File: config.mk
export PLATFORM = sky130hd
export DESIGN_NAME = mk8_reset_sequencer
export DESIGN_NICKNAME = d
export VERILOG_FILES = /design/src/rtl/mk8_reset_sequencer.sv
export SDC_FILE = /design/constraint.sdc
export NUM_CORES = 1
export LEC_CHECK = 0
export BUFFER_PORTS_ARGS = -buffer_cell sky130_fd_sc_hd__buf_2
export CELL_PAD_IN_SITES_DETAIL_PLACEMENT = 0
export CELL_PAD_IN_SITES_GLOBAL_PLACEMENT = 1
export CORE_MARGIN = 3
export CORE_UTILIZATION = 45
export CTS_CLUSTER_DIAMETER = 120
export DETAILED_ROUTE_END_ITERATION = 8
export GPL_ROUTABILITY_DRIVEN = 0
export GPL_TIMING_DRIVEN = 0
export PLACE_DENSITY = 0.88
export SYNTH_ARGS = -nofsm -noshare
export SYNTH_HDL_FRONTEND = slang
export SYNTH_SLANG_ARGS = --single-unit
File: constraint.sdc
create_clock -name clk -period 6.98 [get_ports clk]
set_input_delay 0.698 -clock clk [delete_from_list [all_inputs] [get_ports clk]]
set_output_delay 0.698 -clock clk [all_outputs]
set_load 0.1 [all_outputs]
File: src/rtl/mk8_reset_sequencer.sv
// Multi-domain reset sequencer: holds all domains in reset, then releases them one by one
// with a programmable gap. Optional watchdog retrigger is built when MK8_RST_SEQ_WDOG_EN is defined.
module mk8_reset_sequencer #(
  parameter int unsigned NUM_DOMAINS = 4,
  parameter int unsigned CNT_W       = 16,
  parameter int unsigned DEF_HOLD    = 1000,
  parameter int unsigned DEF_GAP     = 100
) (
  input  logic                   clk,
  input  logic                   reset_n,
  input  logic [2:0]             address,
  input  logic                   chipselect,
  input  logic                   write_n,
  input  logic [31:0]            writedata,
  output logic [31:0]            readdata,
  input  logic                   sw_reset_req,
  input  logic                   ext_req_n,
  output logic [NUM_DOMAINS-1:0] rst_out_n,
  output logic                   busy
);

  localparam int unsigned IDX_W   = 3;
  localparam int unsigned CAUSE_W = 5;

  typedef enum logic [1:0] {
    ST_IDLE    = 2'd0,
    ST_ASSERT  = 2'd1,
    ST_RELEASE = 2'd2,
    ST_GAP     = 2'd3
  } state_e;

  state_e                 state_q, state_d;
  logic [CNT_W-1:0]       cnt_q, cnt_d;
  logic [IDX_W-1:0]       idx_q, idx_d;
  logic [NUM_DOMAINS-1:0] rst_q, rst_d;
  logic                   busy_q, busy_d;
  logic [CNT_W-1:0]       hold_q, hold_d, gap_q, gap_d;
  logic [NUM_DOMAINS-1:0] mask_q, mask_d;
  logic [CNT_W-1:0]       seq_hold_q, seq_hold_d, seq_gap_q, seq_gap_d;
  logic [NUM_DOMAINS-1:0] seq_mask_q, seq_mask_d;
  logic [CAUSE_W-1:0]     cause_q, cause_d;
  logic [1:0]             ext_sync_q;
  logic                   ext_prev_q, sw_prev_q;

  logic wr_en, wr_hold, wr_gap, wr_ctrl, wr_status, wr_wdog;
  logic sw_edge, ext_edge, ctrl_trig, wdog_trig, trig, seq_done;
  logic [CNT_W-1:0] hold_m1, gap_m1;
  logic [IDX_W-1:0] first_idx, next_idx;
  logic first_ok, next_ok;
  logic unused_wdata;

  assign unused_wdata = ^writedata;

  // Bus decode and trigger sources
  always_comb begin
    wr_en     = chipselect & ~write_n;
    wr_hold   = wr_en && (address == 3'd0);
    wr_gap    = wr_en && (address == 3'd1);
    wr_ctrl   = wr_en && (address == 3'd2);
    wr_status = wr_en && (address == 3'd3);
    wr_wdog   = wr_en && (address == 3'd4);
    sw_edge   = sw_reset_req & ~sw_prev_q;
    ext_edge  = ext_prev_q & ~ext_sync_q[1];
    ctrl_trig = wr_ctrl & writedata[0];
    trig      = sw_edge | ext_edge | ctrl_trig | wdog_trig;
    hold_m1   = (seq_hold_q == '0) ? '0 : seq_hold_q - CNT_W'(1);
    gap_m1    = (seq_gap_q == '0) ? '0 : seq_gap_q - CNT_W'(1);
  end

  // Lowest masked-in domain overall and lowest one above the current index
  always_comb begin
    first_ok  = 1'b0;
    first_idx = '0;
    next_ok   = 1'b0;
    next_idx  = '0;
    for (int i = NUM_DOMAINS - 1; i >= 0; i--) begin
      if (seq_mask_q[i]) begin
        first_ok  = 1'b1;
        first_idx = IDX_W'(i);
        if (i > int'(idx_q)) begin
          next_ok  = 1'b1;
          next_idx = IDX_W'(i);
        end
      end
    end
  end

  always_comb begin
    state_d    = state_q;
    cnt_d      = cnt_q;
    idx_d      = idx_q;
    rst_d      = rst_q;
    seq_hold_d = seq_hold_q;
    seq_gap_d  = seq_gap_q;
    seq_mask_d = seq_mask_q;
    seq_done   = 1'b0;
    case (state_q)
      ST_IDLE: begin
        if (trig) begin
          seq_hold_d = hold_q;
          seq_gap_d  = gap_q;
          seq_mask_d = mask_q;
          cnt_d      = '0;
          state_d    = ST_ASSERT;
        end
      end
      ST_ASSERT: begin
        rst_d = rst_q & ~seq_mask_q;
        if (trig) begin
          cnt_d = '0;
        end else if (cnt_q == hold_m1) begin
          cnt_d = '0;
          if (first_ok) begin
            state_d = ST_RELEASE;
            idx_d   = first_idx;
          end else begin
            state_d  = ST_IDLE;
            seq_done = 1'b1;
          end
        end else begin
          cnt_d = cnt_q + CNT_W'(1);
        end
      end
      ST_RELEASE: begin
        cnt_d = '0;
        if (trig) begin
          state_d = ST_ASSERT;
        end else begin
          rst_d = rst_q | (NUM_DOMAINS'(1) << idx_q);
          if (next_ok) begin
            state_d = ST_GAP;
            idx_d   = next_idx;
          end else begin
            state_d  = ST_IDLE;
            seq_done = 1'b1;
          end
        end
      end
      ST_GAP: begin
        if (trig) begin
          cnt_d   = '0;
          state_d = ST_ASSERT;
        end else if (cnt_q == gap_m1) begin
          cnt_d   = '0;
          state_d = ST_RELEASE;
        end else begin
          cnt_d = cnt_q + CNT_W'(1);
        end
      end
      default: state_d = ST_IDLE;
    endcase
    busy_d = (state_d != ST_IDLE);
  end

  // Configuration registers; a same-cycle cause wins over its W1C
  always_comb begin
    hold_d  = wr_hold ? writedata[CNT_W-1:0] : hold_q;
    gap_d   = wr_gap ? writedata[CNT_W-1:0] : gap_q;
    mask_d  = wr_ctrl ? writedata[8 +: NUM_DOMAINS] : mask_q;
    cause_d = (cause_q & ~(wr_status ? writedata[CAUSE_W-1:0] : CAUSE_W'(0)))
            | {wdog_trig, ctrl_trig, ext_edge, sw_edge, 1'b0};
  end

  always_ff @(posedge clk or negedge reset_n) begin
    if (!reset_n) begin
      state_q    <= ST_ASSERT;
      cnt_q      <= '0;
      idx_q      <= '0;
      rst_q      <= '0;
      busy_q     <= 1'b1;
      hold_q     <= CNT_W'(DEF_HOLD);
      gap_q      <= CNT_W'(DEF_GAP);
      mask_q     <= '1;
      seq_hold_q <= CNT_W'(DEF_HOLD);
      seq_gap_q  <= CNT_W'(DEF_GAP);
      seq_mask_q <= '1;
      cause_q    <= CAUSE_W'(1);
      ext_sync_q <= 2'b11;
      ext_prev_q <= 1'b1;
      sw_prev_q  <= 1'b1;
    end else begin
      state_q    <= state_d;
      cnt_q      <= cnt_d;
      idx_q      <= idx_d;
      rst_q      <= rst_d;
      busy_q     <= busy_d;
      hold_q     <= hold_d;
      gap_q      <= gap_d;
      mask_q     <= mask_d;
      seq_hold_q <= seq_hold_d;
      seq_gap_q  <= seq_gap_d;
      seq_mask_q <= seq_mask_d;
      cause_q    <= cause_d;
      ext_sync_q <= {ext_sync_q[0], ext_req_n};
      ext_prev_q <= ext_sync_q[1];
      sw_prev_q  <= sw_reset_req;
    end
  end

`ifdef MK8_RST_SEQ_WDOG_EN
  logic [CNT_W-1:0] wdog_to_q, wdog_to_d, wdog_cnt_q, wdog_cnt_d;

  // Down-counter reloads on any WDOG write and at the end of every sequence
  always_comb begin
    wdog_to_d  = wr_wdog ? writedata[CNT_W-1:0] : wdog_to_q;
    wdog_cnt_d = wdog_cnt_q;
    if (wr_wdog) begin
      wdog_cnt_d = writedata[CNT_W-1:0];
    end else if (seq_done) begin
      wdog_cnt_d = wdog_to_q;
    end else if ((wdog_to_q != '0) && (wdog_cnt_q != '0)) begin
      wdog_cnt_d = wdog_cnt_q - CNT_W'(1);
    end
    wdog_trig = (wdog_to_q != '0) && (wdog_cnt_q == '0) && (state_q == ST_IDLE);
  end

  always_ff @(posedge clk or negedge reset_n) begin
    if (!reset_n) begin
      wdog_to_q  <= '0;
      wdog_cnt_q <= '0;
    end else begin
      wdog_to_q  <= wdog_to_d;
      wdog_cnt_q <= wdog_cnt_d;
    end
  end
`else
  logic unused_wdog;
  assign wdog_trig   = 1'b0;
  assign unused_wdog = seq_done | wr_wdog;
`endif

  // Zero-latency read mux
  always_comb begin
    readdata = '0;
    case (address)
      3'd0: readdata[CNT_W-1:0] = hold_q;
      3'd1: readdata[CNT_W-1:0] = gap_q;
      3'd2: readdata[8 +: NUM_DOMAINS] = mask_q;
      3'd3: begin
        readdata[CAUSE_W-1:0] = cause_q;
        readdata[15:8]        = 8'(state_q);
        readdata[16]          = busy_q;
      end
`ifdef MK8_RST_SEQ_WDOG_EN
      3'd4: readdata[CNT_W-1:0] = wdog_to_q;
`endif
      default: readdata = '0;
    endcase
  end

  assign rst_out_n = rst_q;
  assign busy      = busy_q;

endmodule

==> impl_metrics.json, run 1 <==
{
  "area_growth_pct": 12.4,
  "yosys.cell_count.top_type": "dfrtp_1",
  "syn_avg_cell_area_um2": 9.78,
  "yosys_warnings": 0,
  "power.density_nw_per_um2": 405,
  "final_cells": 956,
  "ctsResizeCount": 0,
  "synth_edf_count": 0,
  "drt_iter0_markers": 487,
  "hold_path.class": "in2async",
  "synth_commonest_cells": "73 x dfrtp_1, 55 x nand2_1, 51 x nor2_1",
  "die_w_um": 129,
  "hpwl_mm": 13.5,
  "reg2reg_setup_slack_ps": 3160,
  "synth_seq_cells": 106,
  "critPathKind": "reg2reg",
  "crit_path_start_kind": "flop",
  "clk_latency_ps": 360,
  "synth_area_um2": 6810,
  "fin_crit_sh": 0.547,
  "first_pass_iters": 6,
  "slew_violations": 0,
  "fp.dieH_um": 129,
  "core.rowCount": 44,
  "grt_pass1_wl_mm": 29.4,
  "grt_usage": 0.222,
  "synth.area.top_cells": "dfrtp_1 27%, dfstp_2 13%, mux2_2 7.8%, mux2_1 5.5%, nand2_1 3.0%",
  "hold_ws_ps": 346,
  "worstMarginPinSlew_ps": 1120,
  "synth_cell_type_count": 82,
  "grt_max_degree": 66,
  "htree_levels": 3,
  "worstPathRequired_ps": 7220,
  "hold_buffers": 0,
  "boundaryPins": 78,
  "clock-root-buffer": "clkbuf_16",
  "rsz0062_at_grt": "false",
  "nets": 811,
  "ys.flop_type": "dfrtp_1",
  "slew_headroom": 0.253,
  "end_kind": "flop",
  "leakage_nw": 3.33,
  "yosys.area.top_type_share": 0.268,
  "setup_violations": 0,
  "core_um2": 14600,
  "clockBufferDepth": 2,
  "drive_gt1_frac": 0.240,
  "numCtsBuffers": 9,
  "total_power_mw": 3.10,
  "postRouteAntennaNets": 0,
  "yosysSeqAreaShare": 0.396,
  "drc_errors": 0,
  "fin_crit_ps": 3820,
  "clkSinkCount": 106,
  "synth_area_leader_cell": "dfrtp_1",
  "vdd_ir_drop_max_mv": 0.196,
  "ys_async_sr_fraction": 1.00,
  "postCtsSetupBuffers": 0,
  "dp.cells": 940,
  "arrival_ps": 4060,
  "path_clk_slew_ps": 80,
  "setup_tns_ps": 0,
  "wl_per_cell_um": 18.6,
  "port_buffers": 45,
  "max_clock_freq_mhz": 262,
  "status": "finished, final reports clean",
  "grt_pass1_vias": 5630,
  "initial_core_util": 0.465,
  "grt_overflow_total": 0,
  "vias": 5694,
  "cts_tree": "built",
  "vias_per_cell": 5.96,
  "routed_wirelength_mm": 17.8,
  "die_area_um2": 16600,
  "finalHoldViolCount": 0,
  "antennaDiodeCount": 0,
  "antenna_found_initial": 0,
  "syn_inst": 696,
  "cp_max_fo": 10,
  "max-cap-violations": 0,
  "finish.utilization": 0.523,
  "final.setup_skew_ps": 8.12
}
-- critical path, cell delays in order, from the launching register on --
cell,delay (ps)
dfrtp_1,500
inv_1,100
ha_1,150
clkbuf_1,370
inv_1,140
nor4_2,420
a221oi_1,150
o32ai_1,420
nand4b_1,180
nor3_2,450
nand4b_1,160
a21oi_1,280
mux2_1,360
-- sequential cells by signal, summed over array words and instances, names as in the netlist --
name and count:
busy 1, cause_q 5, cnt_q 16, ext_prev_q 1, ext_sync_q 2, gap_q 16, hold_q 16, idx_q 2
mask_q 4, rst_out_n 4, seq_gap_q 16, seq_hold_q 16, seq_mask_q 4, state_q 2, sw_prev_q 1
-- cell families (layout without fill, tap and decap cells) --
family / Yosys count / in the layout / share of synthesized area
AO/OA/AOI/OAI: 121 / 121 / 0.130
XOR/XNOR: 32 / 32 / 0.0476
adder cells (fa/ha/maj): 3 / 3 / 0.00551
buffers and inverters: 86 / 148 / 0.0579
flip-flops: 106 / 106 / 0.396
multiplexers: 98 / 98 / 0.162
other: 1 / 15 / 0.000551
AND/OR/NAND/NOR: 249 / 249 / 0.200
-- cells in the final DEF, fill, tap and decap left out, types with 6 or more instances in the layout --
cell type  Yosys  routed
xor2_1        10      10
conb_1         1      15
o21ai_0       19      19
mux2_2        47      47
a211oi_1       6       6
clkbuf_16      0       9
clkbuf_1      42      42
o21ai_1        7       7
and3_1         7       7
nor2b_1       13      13
xnor2_1       19      19
buf_4         16      17
nor3_1        26      26
nand4_1        8       8
buf_2          3      47
mux2_1        33      33
or3_1          8       8
o2111ai_1      6       6
a21oi_1       19      19
nand3_1       23      23
a22oi_1        7       7
dfstp_2       33      33
mux2i_1       16      16
nand2_1       55      55
nor2_1        51      51
dfrtp_1       73      73
or4_1          7       7
inv_1         20      20
nor4_1         8       8
-- layer usage --
layer  global-route usage  wire, µm  share of wire
met5                    0         0              0
met4               0.0828       457          0.026
met3               0.0309       971          0.055
met2                0.361      8390           0.47
met1                0.304      7940           0.45
-- cell type report --
cell class / instances / area (µm²)
Buffer: 66 / 319
Clock buffer: 9 / 225
Timing Repair Buffer: 46 / 255
Clock inverter: 7 / 82.6
Tap cell: 184 / 230
Sequential cell: 106 / 2690
Multi-Input combinational cell: 518 / 3770
Inverter: 20 / 75.1
Fill cell: 1337 / 6990
-- report_power, final --
group	total (mW)	leakage (nW)	internal, mW	switching [mW]
combinational	1.69	1.88	0.676	1.01
sequential	0.889	1.30	0.761	0.127
clock	0.524	0.145	0.255	0.269
-- metrics by stage --
stage	setup slack, ps	cell area, µm²
global route	2920	7650
CTS	3210	7650
detailed placement	3010	7350
finish	3160	7650
floorplan	2670	6860
global placement	3120	7320
-- path summary, 6_finish.rpt --
check	from	end	cells past startpoint
worst max-delay path	seq_hold_q[0]	idx_q[1]	12
worst min-delay path	reset_n	cnt_q[1]	1
worst max register to register	seq_hold_q[0]	idx_q[1]	12
worst min register to register	ext_sync_q[0]	ext_sync_q[1]	0
max in group asynchronous	reset_n	mask_q[1]	2
min in group clk	ext_sync_q[0]	ext_sync_q[1]	0
(Power assumes the default switching activity.)
==> run 2, diff against run 1 <==
==> constraint.sdc (replaced) <==
create_clock -name clk -period 3.55 [get_ports clk]
set_input_delay 0.355 -clock clk [delete_from_list [all_inputs] [get_ports clk]]
set_output_delay 0.355 -clock clk [all_outputs]
set_load 0.1 [all_outputs]
==> run 2 against run 1 <==
Effect of this change:
- setup slack worse by 3100 ps
- cell area is 1.7% higher
- highest routed layer unchanged
- total power is 110% higher
- combinational power is 110% higher
- clock power is 100% higher
- die area stayed put
- sequential power is 98% higher
- sequential cell count stayed put
- core utilization is 0.88 points higher
- clock skew is 0.55 ps lower
- first-iteration DRC count is 13% higher
- hold slack worse by 260 ps
==> impl_metrics.json, run 2 (same netlist as run 1, synthesis figures left out) <==
{
  "p_int_mw": 3.49,
  "initial_core_util": 0.465,
  "met2_usage": 0.376,
  "whs_endpoint": "ext_sync_q[0]",
  "final_cell_mix": "72 x dfrtp_1, 54 x nand2_1, 51 x nor2_1, 47 x mux2_2, 47 x buf_2",
  "area_growth_pct": 14.3,
  "drc_errors": 0,
  "clock-root-buffer": "clkbuf_16",
  "crit_path_start_kind": "flop",
  "p_comb_frac": 0.556,
  "setup_tns_ps": 0,
  "arrival_ps": 3730,
  "boundaryPins": 78,
  "routed_wirelength_mm": 18.2,
  "grt_usage": 0.224,
  "worstMarginPinSlew_ps": 1160,
  "final_cells": 957,
  "nets": 812,
  "cp_max_fo": 10,
  "clkPwrFrac": 0.168,
  "drive_gt1_frac": 0.259,
  "grt_pass1_vias": 5821,
  "worstPathRequired_ps": 3810,
  "clkSinkCount": 106,
  "status": "finished, final reports clean",
  "placed_area_um2": 7350,
  "slew_headroom": 0.224,
  "critPathKind": "reg2reg",
  "path_buf_inv": 1,
  "min_path_cells": 1,
  "wl_per_cell_um": 19.0,
  "fp.dieH_um": 129,
  "path_clk_slew_ps": 70,
  "slew_violations": 0,
  "switching_share": 0.453,
  "postRouteAntennaNets": 0,
  "grt_overflow_total": 0,
  "drt_iter0_markers": 548,
  "htree_levels": 3,
  "reg2reg_setup_slack_ps": 80,
  "vias": 5752,
  "final.setup_skew_ps": 7.57,
  "critPathTopFamily": "simple AND/OR/NAND/NOR gates",
  "setup_violations": 0,
  "vdd_ir_drop_max_mv": 0.505,
  "port_buffers": 45,
  "max-cap-violations": 0,
  "finalHoldViolCount": 0,
  "numCtsBuffers": 9,
  "max_clock_freq_mhz": 288,
  "fin_crit_ps": 3470,
  "grt_pass1_wl_mm": 29.5,
  "die_w_um": 129,
  "hpwl_mm": 13.6,
  "r2r-end": "cnt_q[13]",
  "fin_ws_ps": 77.2,
  "place_ws_ps": -234,
  "clk_latency_ps": 360,
  "core_um2": 14600,
  "clockBufferDepth": 2,
  "power.density_nw_per_um2": 819,
  "fin_crit_sh": 0.978,
  "grt_max_degree": 71,
  "core.rowCount": 44,
  "hold_path.class": "in2reg",
  "leakage_nw": 3.38,
  "reg2regPathDepth": 10,
  "grtUsageMet3": 0.0305,
  "timing.rr.start": "seq_hold_q[3]",
  "end_kind": "flop",
  "pwr-share-seq": 0.276,
  "top_usage_layer": "met2",
  "slowest_delay_ps": 610,
  "hp-start": "ext_req_n",
  "hold_ws_ps": 88.5,
  "fillers": 1300,
  "p_sw_mw": 2.89,
  "stdcell_area_um2": 7780,
  "cts_tree": "built",
  "dp.cells": 940,
  "antennaDiodeCount": 0,
  "layout_commonest_cell": "dfrtp_1",
  "die_area_um2": 16600,
  "rsz0062_at_grt": "false",
  "vias_per_cell": 6.01,
  "antenna_found_initial": 0,
  "worstPathCellList": "buf_2 > or4_4 > or3_4 > xnor2_2 > a311o_1 > a311oi_2 > nor3_4 > a31oi_4 > nand3_4 > o31ai_2",
  "use_met1": 0.291,
  "slowest_stage": "or4_4",
  "first_pass_iters": 5
}
run 2: worst max-delay path by stage:
stage / from / cells past startpoint / end
3_3_place_gp: seq_hold_q[0] / 12 / idx_q[1]
3_5_place_dp: seq_hold_q[0] / 12 / idx_q[1]
2_1_floorplan: seq_hold_q[3] / 10 / idx_q[1]
4_1_cts: seq_hold_q[6] / 10 / idx_q[1]
6_report: seq_hold_q[3] / 10 / cnt_q[13]
5_1_grt: seq_hold_q[3] / 11 / cnt_q[2]
run 2: layout make-up:
cell class              count  area, µm²  share of cell area
multi-input cells         518       3870               0.497
flip-flops and latches    106       2700               0.346
plain buffers              65        318              0.0408
repair buffers             48        273              0.0350
well taps                 184        230              0.0296
clock buffers               9        225              0.0289
clock inverters             7       96.3              0.0124
inverters                  20       75.1             0.00964
run 2: timing repair:
action,in CTS,in global routing
gates resized for setup,3,14
setup buffers,0,1
setup endpoints to repair,19,18
pin swaps,0,3
endpoints found under the hold margin,25,0
hold buffers,1,0
run 2: metal layers:
| metal | part of all wire | vias to the layer above |
|---|---|---|
| met5 | 0 | - |
| met4 | 0.027 | 0 |
| met3 | 0.048 | 36 |
| met2 | 0.48 | 194 |
| met1 | 0.44 | 2852 |
| li1 | - | 2670 |
run 2: through the flow:
step                 util  total power [mW]
finish              0.532              6.38
global route        0.532              6.77
CTS                 0.526              6.20
global placement    0.500              4.93
floorplan               -              4.36
detailed placement  0.502              5.06
run 2: power groups by stage:
stage	combinational [mW]	sequential, mW	clock (mW)
CTS	3.37	1.74	1.09
detailed placement	3.30	1.76	0
floorplan	2.57	1.78	0
global placement	3.19	1.75	0
finish	3.54	1.76	1.07
global route	3.84	1.80	1.13
